--- src/rtl/hh_pe_pkg.sv ---
//==============================================================================
// Module      : hh_pe_pkg
// Description : Shared constants for the HH neuron PE rate-term datapath.
// Revision    : 1.0 - initial release
//==============================================================================
`default_nettype none

package hh_pe_pkg;
    localparam int CORDIC_W    = 22;
    localparam int CORDIC_SLOT = 22;
    localparam int N_RATE_REQ  = 4;
endpackage

`default_nettype wire

--- src/rtl/cordic_div_arbiter_rr.sv ---
//==============================================================================
// Module      : rr_arbiter
// Description : Combinational round-robin pick: first requester at or above the
//               pointer, wrapping. One-hot grant plus binary index.
// Revision    : 1.0 - initial release
//==============================================================================
`default_nettype none

module rr_arbiter #(
    parameter int N  = 4,
    parameter int PW = 2
) (
    input  logic [N-1:0]  i_req,
    input  logic [PW-1:0] i_ptr,
    output logic [N-1:0]  o_gnt,
    output logic [PW-1:0] o_idx,
    output logic          o_any
);
    logic [PW:0] w_j;

    always_comb begin
        o_gnt = '0;
        o_idx = '0;
        o_any = 1'b0;
        w_j   = '0;
        for (int k = 0; k < N; k++) begin
            w_j = {1'b0, i_ptr} + (PW+1)'(k);
            if (w_j >= (PW+1)'(N)) begin
                w_j = w_j - (PW+1)'(N);
            end
            if (!o_any && i_req[w_j[PW-1:0]]) begin
                o_any               = 1'b1;
                o_gnt[w_j[PW-1:0]]  = 1'b1;
                o_idx               = w_j[PW-1:0];
            end
        end
    end
endmodule

`default_nettype wire

--- src/rtl/cordic_div_arbiter.sv ---
//==============================================================================
// Module      : cordic_div_arbiter
// Description : Shares one free-running CORDIC divider among N_REQ requesters,
//               returning each quotient tagged to its owner; flags a stalled divider.
// Revision    : 1.0 - initial release
//==============================================================================
`default_nettype none

module cordic_div_arbiter
    import hh_pe_pkg::*;
#(
    parameter int N_REQ   = N_RATE_REQ,
    parameter int W       = CORDIC_W,
    parameter int TIMEOUT = 32
) (
    input  logic               clk,
    input  logic               rst,
    input  logic [N_REQ-1:0]   i_req,
    input  logic [N_REQ*W-1:0] i_req_x,
    input  logic [N_REQ*W-1:0] i_req_y,
    output logic [N_REQ-1:0]   o_ack,
    output logic [N_REQ-1:0]   o_rsp_valid,
    output logic [W-1:0]       o_rsp_data,
    output logic [W-1:0]       o_div_x,
    output logic [W-1:0]       o_div_y,
    input  logic [W-1:0]       i_div_z,
    input  logic               i_div_done,
    output logic               o_busy,
    output logic               o_err_timeout
);
    localparam int c_pw = $clog2(N_REQ);
    localparam int c_cw = $clog2(TIMEOUT + 1);
    localparam logic [c_cw-1:0] c_timeout = c_cw'(TIMEOUT);
    localparam logic [c_pw-1:0] c_last    = c_pw'(N_REQ - 1);

    logic              r_prime;
    logic [c_pw-1:0]   r_ptr;
    logic [c_pw-1:0]   r_owner;
    logic              r_inflight;
    logic [c_cw-1:0]   r_cnt;
    logic              r_err;
    logic [N_REQ-1:0]  r_rsp_valid;
    logic [W-1:0]      r_rsp_data;

    logic              w_slot;
    logic [N_REQ-1:0]  w_gnt;
    logic [c_pw-1:0]   w_idx;
    logic              w_any;
    logic [c_pw-1:0]   w_ptr_nxt;
    logic [c_cw-1:0]   w_cnt_nxt;

    // Gating with rst keeps the priming slot from granting while reset is held.
    assign w_slot    = (r_prime | i_div_done) & ~rst;
    assign w_ptr_nxt = (w_idx == c_last) ? '0 : w_idx + 1'b1;

    rr_arbiter #(
        .N  (N_REQ),
        .PW (c_pw)
    ) u_rr (
        .i_req (i_req),
        .i_ptr (r_ptr),
        .o_gnt (w_gnt),
        .o_idx (w_idx),
        .o_any (w_any)
    );

    always_comb begin
        o_ack   = '0;
        o_div_x = '0;
        o_div_y = '0;
        if (w_slot && w_any) begin
            o_ack   = w_gnt;
            o_div_x = i_req_x[int'(w_idx)*W +: W];
            o_div_y = i_req_y[int'(w_idx)*W +: W];
        end
    end

    always_ff @(posedge clk or posedge rst) begin
        if (rst) begin
            r_prime    <= 1'b1;
            r_ptr      <= '0;
            r_owner    <= '0;
            r_inflight <= 1'b0;
        end else begin
            r_prime <= 1'b0;
            if (w_slot) begin
                r_inflight <= w_any;
                if (w_any) begin
                    r_ptr   <= w_ptr_nxt;
                    r_owner <= w_idx;
                end
            end
        end
    end

    // The slot that ends op k also returns its quotient, tagged with the saved owner.
    always_ff @(posedge clk or posedge rst) begin
        if (rst) begin
            r_rsp_valid <= '0;
            r_rsp_data  <= '0;
        end else begin
            r_rsp_valid <= '0;
            if (w_slot && r_inflight && !r_prime) begin
                r_rsp_valid <= N_REQ'(1) << r_owner;
                r_rsp_data  <= i_div_z;
            end
        end
    end

    assign w_cnt_nxt = w_slot                ? '0    :
                       (r_cnt == c_timeout)  ? r_cnt : r_cnt + 1'b1;

    always_ff @(posedge clk or posedge rst) begin
        if (rst) begin
            r_cnt <= '0;
            r_err <= 1'b0;
        end else begin
            r_cnt <= w_cnt_nxt;
            if (w_cnt_nxt == c_timeout) begin
                r_err <= 1'b1;
            end
        end
    end

    assign o_rsp_valid   = r_rsp_valid;
    assign o_rsp_data    = r_rsp_data;
    assign o_busy        = r_inflight;
    assign o_err_timeout = r_err;
endmodule

`default_nettype wire

--- config.mk ---
export PLATFORM = sky130hd
export DESIGN_NAME = cordic_div_arbiter
export DESIGN_NICKNAME = d
export VERILOG_FILES = /design/src/rtl/hh_pe_pkg.sv /design/src/rtl/cordic_div_arbiter_rr.sv /design/src/rtl/cordic_div_arbiter.sv
export SDC_FILE = /design/constraint.sdc
export NUM_CORES = 1
export LEC_CHECK = 0
export ABC_AREA = 1
export BUFFER_PORTS_ARGS = -buffer_cell sky130_fd_sc_hd__buf_2
export CAP_MARGIN = 15
export CORE_AREA = 4 4 106 108
export CTS_BUF_LIST = sky130_fd_sc_hd__clkbuf_4 sky130_fd_sc_hd__clkbuf_8 sky130_fd_sc_hd__clkbuf_16
export DETAILED_ROUTE_END_ITERATION = 10
export DIE_AREA = 0 0 110 112
export PLACE_DENSITY = 0.85
export SYNTH_ARGS = -nofsm -noshare
export SYNTH_HDL_FRONTEND = slang
export SYNTH_HIERARCHICAL = 1
export SYNTH_SLANG_ARGS = --single-unit
export TNS_END_PERCENT = 100
--- constraint.sdc ---
create_clock -name clk -period 7.2 [get_ports clk]
set_input_delay 1.44 -clock clk [delete_from_list [all_inputs] [get_ports clk]]
set_output_delay 1.44 -clock clk [all_outputs]
set_load 0.02 [all_outputs]
# Word-level counts from Yosys, hierarchy flattened
# Cells that the tools add are included.
# W data, S select, Z words.
dict set report word_totals {
  latchBits 0
  memories 0
  out_inout_bits 76
  word_cells 96
  input_bits 205
  ramBits 0
  regBits 39
  romBits 0
}
dict set report op_classes {
  reduce_logical 15
  add_sub_neg 9
  magnitude_cmp 12
  eq_ne 3
  n_div 0
  bitwise 6
  shift 3
  mux 39
  mul 1
}
# operator n
set op_table {}
lappend op_table {{$shiftx A88 B32 Y22} 1}
lappend op_table {{$shiftx A88 B8 Y22} 1}
lappend op_table {{$mux W22} 2}
lappend op_table {{$mux W4} 6}
lappend op_table {{$mux W2} 9}
lappend op_table {{$eq A6 B6 Y1 const B} 2}
lappend op_table {{$lt A2 B3 Y1 const B} 4}
lappend op_table {{$mux W1} 12}
lappend op_table {{$mux W6} 2}
lappend op_table {{$or A4 B4 Y4} 3}
lappend op_table {{$logic_and A1 B1 Y1} 10}
lappend op_table {{$ge A3 B3 Y1 const B} 3}
lappend op_table {{$bmux W1 S2} 4}
lappend op_table {{$demux W1 S2} 4}
lappend op_table {{$ge A2 B1 Y1 const B} 4}
lappend op_table {{$sub A2 B1 Y2 const B} 4}
lappend op_table {{$add A2 B2 Y3 const B} 2}
lappend op_table {{$add A6 B1 Y6 const B} 1}
lappend op_table {{$mul A2 B4 Y6 const B} 1}
lappend op_table {{$logic_not A1 Y1} 4}
lappend op_table {{$shl A1 B2 Y4 const A} 1}
lappend op_table {{$add A2 B1 Y3 const B} 1}
lappend op_table {{$ge A2 B3 Y1 const B} 1}
lappend op_table {{$add A2 B1 Y2 const B} 1}
lappend op_table {{other kinds (5)} 5}

# Logic depth before layout (Yosys ltp)
dict set report depth {
  depth_word 17
  depth_mapped 15
  depth_no_buf 12
}

# Hierarchy
# Netlist, hierarchy kept.
# module area_per_inst_um2 cells_per_inst seq_area_each_um2 n_inst
set by_module_without_submodules {}
lappend by_module_without_submodules {cordic_div_arbiter 3358.2 417 977.2 1}
lappend by_module_without_submodules {rr_arbiter 440.4 74 0.0 1}

# Worst setup path before layout
# No wires, ideal clock.
dict set report synth_timing {
  path_type {input to output}
  from {in rst}
  to {out o_div_x[2]}
  cell_stages 8
  path_buffers 1
  t_arrival_ns 3.308
  setup_slack_ns 2.452
  required_time_ns 5.760
  path_cell_list {clkinv_1 -> o21ai_4 -> inv_6 -> nand2_4 -> nor2_2 -> inv_2 -> buf_4 -> o32ai_1}
}
dict set report synth_between {
  elab_chain_cells 4
}
# item line_no
set synth_rtl {}
lappend synth_rtl {{start, declared} cordic_div_arbiter.sv:17} ;# input logic rst,
lappend synth_rtl {{$not A1 Y1} cordic_div_arbiter.sv:53} ;# assign w_slot = (r_prime | i_div_done) & ~rst;
lappend synth_rtl {{$and A1 B1 Y1} cordic_div_arbiter.sv:53}
lappend synth_rtl {{$logic_and A1 B1 Y1} cordic_div_arbiter.sv:71} ;# if (w_slot && w_any) begin
lappend synth_rtl {{$mux W22} cordic_div_arbiter.sv:71}
lappend synth_rtl {{end, declared} cordic_div_arbiter.sv:24} ;# output logic [W-1:0] o_div_x,
# No other way between the ends.

# Final worst setup path
dict set report layout_timing {
  from {in i_req[3]}
  to {out o_div_x[0]}
}
dict set report layout_between {
  elab_chain_cells 15
  elab_cells_between_ends 26
  classes_between {mul: 1; shift: 1; mux: 17; reduce/logical: 7}
}
# item line_no
set layout_rtl {}
lappend layout_rtl {{start, declared} cordic_div_arbiter.sv:18} ;# input logic [N_REQ-1:0] i_req,
lappend layout_rtl {{$bmux W1 S2} cordic_div_arbiter_rr.sv:31} ;# if (!o_any && i_req[w_j[PW-1:0]]) begin
lappend layout_rtl {{$mux W1 (not written as such)} cordic_div_arbiter_rr.sv:31}
lappend layout_rtl {{$mux W1} cordic_div_arbiter_rr.sv:31}
lappend layout_rtl {{$logic_not A1 Y1} cordic_div_arbiter_rr.sv:31}
lappend layout_rtl {{$logic_and A1 B1 Y1} cordic_div_arbiter_rr.sv:31}
lappend layout_rtl {{$mux W1} cordic_div_arbiter_rr.sv:31}
lappend layout_rtl {{$logic_not A1 Y1} cordic_div_arbiter_rr.sv:31}
lappend layout_rtl {{$logic_and A1 B1 Y1} cordic_div_arbiter_rr.sv:31}
lappend layout_rtl {{$mux W1} cordic_div_arbiter_rr.sv:31}
lappend layout_rtl {{$logic_not A1 Y1} cordic_div_arbiter_rr.sv:31}
lappend layout_rtl {{$logic_and A1 B1 Y1} cordic_div_arbiter_rr.sv:31}
lappend layout_rtl {{$mux W2 *} cordic_div_arbiter_rr.sv:31}
lappend layout_rtl {{net w_idx[0]} cordic_div_arbiter.sv:47} ;# logic [c_pw-1:0] w_idx;
lappend layout_rtl {{$mul A2 B4 Y6 *} cordic_div_arbiter.sv:73} ;# o_div_x = i_req_x[int'(w_idx)*W +: W];
lappend layout_rtl {{$shiftx A88 B32 Y22 *} cordic_div_arbiter.sv:73}
lappend layout_rtl {{$mux W22 *} cordic_div_arbiter.sv:71}
# The timed path passes the listed nets; every way through them passes the cells marked *. The select of a mux whose other input is x is not followed.

==> results.sh <==
export IMPL_grtUsageMet1_pct=29.4
export IMPL_grt_pass1_vias=4220
export IMPL_synth_nets=704
export IMPL_die_area_um2=12300
export IMPL_io_buffers=280
export IMPL_worstHoldEndpoint="o_err_timeout$_DFFE_PP0N_"
export IMPL_r2r_end="r_ptr[1]$_DFFE_PP0P_"
export IMPL_leakage_uw=0.00285
export IMPL_clock_sinks=39
export IMPL_tightest_slew_ns=0.979
export IMPL_grt_util_met3_pct=4.70
export IMPL_ys_ff_latch=39
export IMPL_finalClockSkew_ns=0.00494
export IMPL_synth_cells=491
export IMPL_p_seq_share_pct=11.4
export IMPL_netlist_area_um2=3800
export IMPL_rsz0062_at_grt="no"
export IMPL_numCtsBuffers=5
export IMPL_p_sw_uw=1750
export IMPL_worst_slack_ns=1.53
export IMPL_r2r_start="r_ptr[0]$_DFFE_PP0P_"
export IMPL_cp_required_ns=5.76
export IMPL_fp_row_count=37
export IMPL_synth_area_leader_cell="dfrtp_1"
export IMPL_cts_resized=0
export IMPL_yosysWarnings=6
export IMPL_ctsHoldBuffers=0
export IMPL_place_area_um2=5160
export IMPL_start_util_pct=37.1
export IMPL_min_path_type="reg2reg"
export IMPL_die_height_um=112
export IMPL_drive_above_1_share_pct=47.6
export IMPL_areaGrowthSynthToFinish_pct=38.8
export IMPL_worst_path_max_fanout=90
export IMPL_holdPathStages=1
export IMPL_setup_viol=0
export IMPL_drc=0
export IMPL_peakVddDrop_v=0.000397
export IMPL_fin_tns_setup_ns=0
export IMPL_hpwl_um=12000
export IMPL_hold_viol_final=0
export IMPL_num_io_pins=281
export IMPL_ys_seq_area_share_pct=25.7
export IMPL_fin_area_um2=5270
export IMPL_clockPowerShare_pct=6.3
export IMPL_post_route_min_period_ns=5.67
export IMPL_place_ws_ns=1.65
export IMPL_fin_util_pct=51.5
export IMPL_slew_viol_final=0
export IMPL_status="finished clean"
export IMPL_rr_worst_depth=11
export IMPL_regToRegSetupSlack_ns=3.76
export IMPL_wl_per_cell_um=17.0
export IMPL_fin_crit_sh_pct=78.7
export IMPL_p_sw_share_pct=58.4
export IMPL_grt_overflow=0
export IMPL_dr_total_vias=4569
export IMPL_insertion_delay_ns=0.29
export IMPL_holdCritStartpoint="o_err_timeout$_DFFE_PP0N_"
export IMPL_final_cell_mix="buf_2 (280), nor2_1 (122), o21ai_0 (69), dfrtp_1 (38), a21oi_1 (32)"
export IMPL_die_w_um=110
export IMPL_fp_coreArea_um2=10200
export IMPL_grtUsageTotal_pct=22.5
export IMPL_synthTopCellsByArea="dfrtp_1 (25%), nor2_1 (12%), o21ai_0 (9.1%), o32ai_2 (7.7%), mux2_4 (6.3%)"
export IMPL_diodes=0
export IMPL_post_cts_buffers=0
export IMPL_drt_iter0_drc=381
export IMPL_arrival_ns=4.23
export IMPL_nets=960
export IMPL_p_int_uw=1250
export IMPL_routed_via_density=5.17
export IMPL_htree_num_levels=2
export IMPL_gp_congestion=0.960
export IMPL_clk_pin_slew_worst_paths_ns=0.08
export IMPL_grt_use_met2_pct=37.7
export IMPL_drt_wl_total_um=15000
export IMPL_synth_distinct_cells=38
export IMPL_avgSynthCellArea_um2=7.74
export IMPL_slew_headroom_pct=34.7
export IMPL_final_common_cell="buf_2"
export IMPL_grt_pass1_wl_um=21900
export IMPL_gr_max_usage_layer="met2"
export IMPL_ctsLongestPathBuffers=2
export IMPL_maxCapViolCount=0
export IMPL_dr_pass1_iters=5
export IMPL_grt_max_degree=91
export IMPL_antenna_left=0
export IMPL_comb_power_share_pct=82.3
export IMPL_end_kind="primary output"
export IMPL_tritoncts="yes"
export IMPL_root_buffer="clkbuf_8"
export IMPL_start_kind="primary input"
export IMPL_path_class="in2out"
export IMPL_powerDensity_nw_per_um2=569
export IMPL_yosysTopAreaCellShare_pct=25.0
export IMPL_max_freq_mhz=176
export IMPL_antenna_found_initial=1
cell usage after synthesis (all sizes together):
cell type / instances
nor2: 124
o21ai: 70
dfrtp: 38
nand2: 36
a21oi: 32
inv: 30
buf: 26
nand3: 26
mux2: 23
mux2i: 22
o32ai: 22
nand4: 11
clkbuf: 9
ha: 8
a21boi: 4
nor3: 4
clkinv: 1
conb: 1
dfstp: 1
o21bai: 1
o31ai: 1
xor2: 1
worst max path at each step:
stage | from | to | slack, ns
3_5_place_dp | i_req[3] | o_div_x[5] | 1.65
2_1_floorplan | rst | o_div_x[2] | 2.45
3_3_place_gp | i_req[3] | o_div_x[2] | 1.70
5_1_grt | i_req[1] | o_div_x[2] | 1.38
6_report | i_req[3] | o_div_x[0] | 1.53
4_1_cts | i_req[3] | o_div_x[2] | 1.64
routing by layer:
layer / vias to the layer above / wire (µm)
li1: 2206 / -
met1: 2096 / 5850
met2: 240 / 7380
met3: 25 / 1480
met4: 2 / 273
met5: - / 13
through the flow:
stage                     total power [µW]  instances  hold slack (ns)
after detailed placement              2810        876            0.458
final                                 3000        884            0.475
after CTS                             3010        884            0.480
after global routing                  3250        884            0.518
after floorplan                       2260        491            0.430
after global placement                2780        876            0.442
critical path, stage by stage:
cell     delay, ns
buf_2         0.11
inv_1         0.05
nand2_1       0.10
nand3_4       0.15
nand2_4       0.07
nor2_1        0.30
a21oi_1       0.17
nand3_4       0.11
buf_4         0.72
o21ai_0       0.23
o32ai_1       0.43
buf_2         0.25
sequential cells by signal, indices dropped and copies added, names as in the netlist:
signal	cells
o_busy	1
o_err_timeout	1
o_rsp_data	22
o_rsp_valid	4
r_cnt	6
r_owner	2
r_prime	1
r_ptr	2
area by class of cell:
class | count | area, µm²
fillers | 970 | 4960
multi-input cells | 386 | 2460
repair buffers | 284 | 1430
flip-flops and latches | 39 | 977
well taps | 136 | 170
inverters | 31 | 121
clock buffers | 6 | 82.6
clock inverters | 2 | 35.0
kinds of logic (layout without fill, tap and decap cells):
| family | after synthesis | after routing | share of synthesized area (%) |
|---|---|---|---|
| other cells | 1 | 1 | 0.0987 |
| flops | 39 | 39 | 25.7 |
| fa+ha+maj | 8 | 8 | 2.64 |
| compound gates | 130 | 130 | 23.7 |
| buf+inv | 66 | 323 | 10.1 |
| simple gates | 201 | 201 | 23.4 |
| mux | 45 | 45 | 14.2 |
| xor+xnor | 1 | 1 | 0.231 |
power by group through the flow:
stage | clock network [µW] | logic [µW] | registers, µW
2_1_floorplan | 0 | 1860 | 407
3_3_place_gp | 0 | 2440 | 339
3_5_place_dp | 0 | 2460 | 346
4_1_cts | 194 | 2470 | 343
5_1_grt | 201 | 2700 | 351
6_report | 188 | 2470 | 342
Power figures use the tool's default switching activity.
